[src/rtl/alu_exec.sv]
// LC-3 execute stage: combinational ADD/AND/NOT/PASSA, an iterative shift-add MUL with a
// Start/Busy/Done handshake, and the NZP condition-code register loaded from the bus.
module alu_exec #(
    parameter int WIDTH = 16
) (
    input  logic             Clk,
    input  logic             Reset_n,
    input  logic [WIDTH-1:0] SR1_OUT,
    input  logic [WIDTH-1:0] SR2_OUT,
    input  logic [4:0]       IMM5,
    input  logic             SR2MUX,
    input  logic [2:0]       ALUK,
    input  logic             Start,
    input  logic             LD_CC,
    input  logic [WIDTH-1:0] Bus,
    output logic [WIDTH-1:0] ALU_OUT,
    output logic             Busy,
    output logic             Done,
    output logic             N,
    output logic             Z,
    output logic             P
);

    localparam int CW = (WIDTH > 1) ? $clog2(WIDTH) : 1;

    typedef enum logic [1:0] {
        S_IDLE,
        S_MUL,
        S_FIN
    } state_t;

    state_t state, state_nxt;

    logic signed [WIDTH-1:0] op_a;
    logic signed [WIDTH-1:0] op_b;
    logic signed [WIDTH-1:0] alu_res;
    logic        [WIDTH-1:0] mcand;
    logic        [WIDTH-1:0] mplier;
    logic        [WIDTH-1:0] acc;
    logic        [WIDTH-1:0] acc_step;
    logic        [WIDTH-1:0] result_q;
    logic        [CW-1:0]    step_cnt;
    logic                    start_mul;
    logic                    last_step;

    function automatic logic signed [WIDTH-1:0] sext_imm5(input logic [4:0] imm);
        return $signed({{(WIDTH-5){imm[4]}}, imm});
    endfunction

    assign op_a      = $signed(SR1_OUT);
    assign op_b      = SR2MUX ? sext_imm5(IMM5) : $signed(SR2_OUT);
    assign start_mul = Start && (ALUK == 3'b100);
    assign last_step = (step_cnt == CW'(WIDTH - 1));
    assign acc_step  = acc + (mplier[0] ? mcand : '0);

    // Combinational result select; MUL reads the registered product.
    always_comb begin
        alu_res = '0;
        case (ALUK)
            3'b000:  alu_res = op_a + op_b;
            3'b001:  alu_res = op_a & op_b;
            3'b010:  alu_res = ~op_a;
            3'b011:  alu_res = op_a;
            3'b100:  alu_res = $signed(result_q);
            default: alu_res = '0;
        endcase
    end

    assign ALU_OUT = alu_res;
    assign Busy    = (state == S_MUL);
    assign Done    = (state == S_FIN);

    always_comb begin
        state_nxt = state;
        case (state)
            S_IDLE:  if (start_mul) state_nxt = S_MUL;
            S_MUL:   if (last_step) state_nxt = S_FIN;
            S_FIN:   state_nxt = S_IDLE;
            default: state_nxt = S_IDLE;
        endcase
    end

    // Control and architectural state: FSM, step counter, product register, NZP.
    always_ff @(posedge Clk or negedge Reset_n) begin
        if (!Reset_n) begin
            state    <= S_IDLE;
            step_cnt <= '0;
            result_q <= '0;
            N        <= 1'b0;
            Z        <= 1'b1;
            P        <= 1'b0;
        end else begin
            state <= state_nxt;
            if (state == S_IDLE && start_mul) begin
                step_cnt <= '0;
            end else if (state == S_MUL) begin
                step_cnt <= step_cnt + CW'(1);
                if (last_step) result_q <= acc_step;
            end
            if (LD_CC) begin
                N <= Bus[WIDTH-1];
                Z <= (Bus == '0);
                P <= !Bus[WIDTH-1] && (Bus != '0);
            end
        end
    end

    // Shift-add datapath: operands are captured once at Start and never re-sampled.
    always_ff @(posedge Clk) begin
        if (state == S_IDLE && start_mul) begin
            mcand  <= SR1_OUT;
            mplier <= op_b;
            acc    <= '0;
        end else if (state == S_MUL) begin
            acc    <= acc_step;
            mcand  <= mcand << 1;
            mplier <= mplier >> 1;
        end
    end

endmodule

[config.mk]
export PLATFORM = sky130hd
export DESIGN_NAME = alu_exec
export DESIGN_NICKNAME = d
export VERILOG_FILES = /design/src/rtl/alu_exec.sv
export SDC_FILE = /design/constraint.sdc
export NUM_CORES = 1
export LEC_CHECK = 0
export CAP_MARGIN = 10
export CORE_ASPECT_RATIO = 1.25
export CORE_UTILIZATION = 55
export CTS_BUF_LIST = sky130_fd_sc_hd__clkbuf_8
export CTS_CLUSTER_DIAMETER = 80
export DETAILED_ROUTE_END_ITERATION = 8
export PLACE_DENSITY = 0.89
export SETUP_SLACK_MARGIN = 0.5
export SLEW_MARGIN = 5
export SYNTH_ARGS = -nofsm -noshare
export SYNTH_HDL_FRONTEND = slang
export SYNTH_SLANG_ARGS = --single-unit
[constraint.sdc]
create_clock -name Clk -period 8.7 [get_ports Clk]
set_clock_uncertainty 0.1 [all_clocks]
set_input_delay 1.305 -clock Clk [delete_from_list [all_inputs] [get_ports Clk]]
set_output_delay 1.305 -clock Clk [all_outputs]
set_load 0.01 [all_outputs]
# After elaboration in Yosys (flattened, before gate mapping)
# Cells that the tools add are included.
# W data, S select, Z words.
[word_totals]
wordCells = 47
out_inout_bits = 21
inputBits = 61
regBits = 73
[op_classes]
n_bitwise = 3
reduce_logical = 11
addsub = 3
mux = 12
eq_ne = 9
[ops]
columns = ["cell", "count"]
rows = [
  ["$mux W16", 6],
  ["$pmux W16 S5", 1],
  ["$add A16 B16 Y16", 2],
  ["$and A16 B16 Y16", 1],
  ["$logic_not A16 Y1", 1],
  ["$not A16 Y16", 1],
  ["$reduce_bool A16 Y1", 1],
  ["$mux W4", 2],
  ["$eq A3 B2 Y1 const B", 2],
  ["$add A4 B1 Y4 const B", 1],
  ["$eq A4 B4 Y1 const B", 1],
  ["$mux W2", 2],
  ["$pmux W2 S2", 1],
  ["$eq A3 B1 Y1 const B", 1],
  ["$eq A3 B3 Y1 const B", 1],
  ["$logic_and A1 B1 Y1", 3],
  ["$logic_not A3 Y1", 1],
  ["$reduce_and A3 Y1", 1],
  ["$eq A2 B1 Y1 const B", 1],
  ["$eq A2 B2 Y1 const B", 1],
  ["$logic_not A2 Y1", 1],
  ["$ne A2 B1 Y1 const B", 1],
  ["$ne A2 B2 Y1 const B", 1],
  ["$reduce_and A2 Y1", 1],
  ["3 further kinds", 3],
]

# Longest topological paths before layout
[depth]
ltp_word = 5
mapped_depth = 12
depth_no_buf = 9

# Least setup slack after synthesis
# No wires, ideal clock.
[synth_path]
path_kind = "input to output"
from = "in SR2MUX"
to = "out ALU_OUT[14]"
path_buffers = 1
slack_ps = 3694
t_arrival_ps = 3601
cell_stages = 10
required_ps = 7295
path_cell_list = "clkbuf_1 > mux2_2 > ha_1 > fa_1 > a211oi_1 > o21bai_1 > o21ai_1 > o21ai_0 > mux2_2 > o21ai_1"
[synth_between]
elab_chain_len = 3
word_cells_on_any_way = 4
classes_between = "add/sub: 1; mux: 2; bitwise: 1"
[synth_lines]
columns = ["item", "line_no", "source"]
rows = [
  ["from (decl)", "11", "input logic SR2MUX,"],
  ["$mux W16 *", "51", "assign op_b = SR2MUX ? sext_imm5(IMM5) : $signed(SR2_OUT);"],
  ["$add A16 B16 Y16 or $and A16 B16 Y16 (tied branches)", "60, 61", ""],
  ["$pmux W16 S5 *", "59", "case (ALUK)"],
  ["to (decl)", "16", "output logic [WIDTH-1:0] ALU_OUT,"],
]
# Every way passes the cells marked *; elsewhere a longest branch is shown, timed or not.

# Worst setup path after layout
[layout_path]
from = "in SR2MUX"
to = "out ALU_OUT[12]"
# Same word-level chain as after synthesis.

==> summary.txt <==
Placed design
  • Port-buffer cells: 81
  • HPWL after DPL: 10,300 µm
  • Cells after DPL: 781
  • Pre-CTS WS: 2.22 ns
  • Cell Area, Placed: 6130 µm²
  • RD Place Congestion: 0.841

Clock tree
  • Clk_lat worst skew: 0.37 ns
  • CTS Buf Count: 9
  • Number of hold buffers added after CTS: 0
  • CTS tree: yes
  • Root Buffer: clkbuf_8
  • Clock sinks: 73
  • Clk slew on worst S/H paths: 0.08 ns
  • # Post-CTS Setup Buffers: 0
  • H-tree Lvls: 3
  • PostCTS Resize Cnt: 0
  • Max clock buf depth: 2

STA
  • Hold WS: 0.381 ns
  • Worst slew pin tran: 1.13 ns
  • Final setup violation count: 0
  • Worst Setup Slack, final: 2.14 ns
  • F_max: 152 MHz
  • Relative slew slack: 24.2%
  • Final setup TNS: 0 ns
  • Unrepaired setup endpoints after global routing: false
  • Tmin final: 6.56 ns
  • Slew Limit Fails: 0
  • Endpoints failing hold: 0
  • Period Utilization, post-route: 75.4%

Power
  • Max IR drop VDD: 0.154 mV
  • LEAKAGE: 2.67 nW
  • Pwr Total: 1.92 mW
  • Cell Pwr Density: 302 nW/µm²

Global routing
  • First-pass GRT wire length: 22,900 µm
  • Tot GR Track Use: 28.3%
  • GRT overflow: 0
  • Largest net degree at the start of global routing: 38
  • Vias in the first global route: 4,788
  • Antenna violations before repair: 0

Worst hold path
  • Hold Path Class: flop to flop
  • Hold path depth: 2

Worst setup path
  • Nature of the critical path endpoint: output port
  • Critical Path Most Common Cell: clkdlybuf4s50_1
  • Worst path slowest cell: clkdlybuf4s50_1
  • CP required: 7.30 ns
  • CP max FO: 17
  • Reg2reg path depth: 9
  • CP Cell Sequence: clkdlybuf4s50_1 -> mux2_2 -> ha_1 -> fa_1 -> a211oi_1 -> o21bai_1 -> o21ai_0 -> a31oi_1 -> xnor2_1 -> o221ai_1 -> clkdlybuf4s50_1
  • Slowest stage delay, CP: 0.82 ns
  • Setup CP Type: input pin to output port
  • CP arrival: 5.16 ns
  • Worst setup SP type: input pin

Synth
  • Netlist cell types: 64
  • Post-Syn Area: 5290 µm²
  • Post-synth EDFFs: 32
  • Main synth FF type: edfxtp_1
  • Synth async-reset ratio: 34.2%
  • #FFs+latches synth: 73
  • Top cell type's share of synthesized area: 18.2%
  • Ys Warns: 0
  • Synthesized area per cell: 8.74 µm²
  • Syn Nets: 701
  • Dominant cell type by area after synthesis: edfxtp_1
  • Largest cells by area after synthesis: edfxtp_1 (18%), dfrtp_1 (11%), mux2_2 (8.1%)
  • Gate Count Post-Synth: 606
  • Seq/Total Area, Yosys: 36.0%

Layout
  • ANT cells: 0
  • Final Instance Area: 6360 µm²
  • # nets final: 764
  • Post-Layout Cell Count: 797
  • Fin util: 68.9%
  • Commonest non-fill, non-tap cell in the layout: nand2_1
  • Proportion of layout cells with a drive suffix above 1: 10.4%
  • Synth-to-Final Area Change: 20.1%
  • Commonest cells after routing, fill and taps aside: nand2_1 (109), clkdlybuf4s50_1 (81), o21ai_0 (55), a21oi_1 (39), mux2_2 (38)

Drt
  • Iteration-0 DRC Markers: 341
  • Avg Vias per Cell: 5.99
  • Pre-antenna DRT Iters: 7
  • Via count: 4,775
  • Drt total wl: 13,900 µm
  • # DRC: 0
  • Drt wl/cell: 17.5 µm
  • Antenna Nets Post-Route: 0

Die
  • Chip height: 112 µm
  • IO Count: 82
  • Placeable Area: 9220 µm²
  • Die Footprint: 10,000 µm²
  • Die X-Extent: 89.8 µm
  • Initial Util: 57.4%
  • Site Rows: 39

Run status
  • Status: finished clean

Job
  • Max-cap violation count: 0
final cells by class:
class | count | area (µm²)
clock inverters | 7 | 104
repair buffers | 84 | 833
multi-input cells | 478 | 3150
fillers | 672 | 2870
well taps | 123 | 154
inverters | 23 | 86.3
flip-flops and latches | 73 | 1910
clock buffers | 9 | 124
Yosys cell counts (all sizes together) (5+ instances only):
| library cell | count |
|---|---|
| nand2 | 109 |
| o21ai | 61 |
| mux2 | 40 |
| a21oi | 39 |
| nor2 | 36 |
| edfxtp | 32 |
| ha | 32 |
| dfrtp | 24 |
| inv | 23 |
| clkbuf | 20 |
| and2 | 17 |
| dfxtp | 16 |
| nand3 | 15 |
| xor2 | 14 |
| buf | 12 |
| xnor2 | 10 |
| a21o | 8 |
| o221ai | 8 |
| nand2b | 7 |
| o21bai | 7 |
| a211oi | 6 |
| nor3 | 6 |
| o211ai | 6 |
| a31oi | 5 |
| and3 | 5 |
state kept, by name, indices dropped and copies added, names as in the netlist:
register  cells
acc          16
mcand        16
mplier       16
result_q     16
step_cnt      4
state         2
N             1
P             1
Z             1
report_power, final:
part	total [mW]	internal [mW]	switching, mW
registers	0.641	0.555	0.0864
logic	0.967	0.406	0.560
clock network	0.310	0.164	0.146
total	1.92	1.13	0.792
final timing paths:
check	startpoint	end	slack, ns
max	SR2MUX	ALU_OUT[12]	2.14
min	acc[9]$_SDFFE_PP0P_	acc[9]$_SDFFE_PP0P_	0.38
max reg2reg	mplier[0]$_DFFE_PP_	result_q[12]$_DFFE_PN0P_	5.71
min reg2reg	acc[9]$_SDFFE_PP0P_	acc[9]$_SDFFE_PP0P_	0.38
max in group asynchronous	Reset_n	result_q[11]$_DFFE_PN0P_	6.38
min in group asynchronous	Reset_n	result_q[7]$_DFFE_PN0P_	1.44
routing by layer:
layer,routed length (µm),vias up,GRT usage (%)
li1,-,2292,-
met1,5730,2260,33.1
met2,7080,189,51.4
met3,723,34,3.55
met4,400,0,13.1
met5,0,-,0
cell families after synthesis:
| kind of cell | after synthesis | share of synthesized area [%] |
|---|---|---|
| simple gates | 216 | 18.7 |
| mux | 42 | 8.96 |
| xor+xnor | 24 | 3.97 |
| compound gates | 162 | 19.5 |
| flops | 73 | 36.0 |
| buf+inv | 55 | 4.51 |
| fa+ha+maj | 34 | 8.32 |
critical path, delay by kind of cell:
kind                     cells  cell delay [ns]
buffers and inverters        2             1.41
AO/OA/AOI/OAI                5             1.22
multiplexers                 1             0.41
XOR/XNOR                     1             0.16
adder cells (fa/ha/maj)      2             0.66
(Power assumes the default switching activity.)
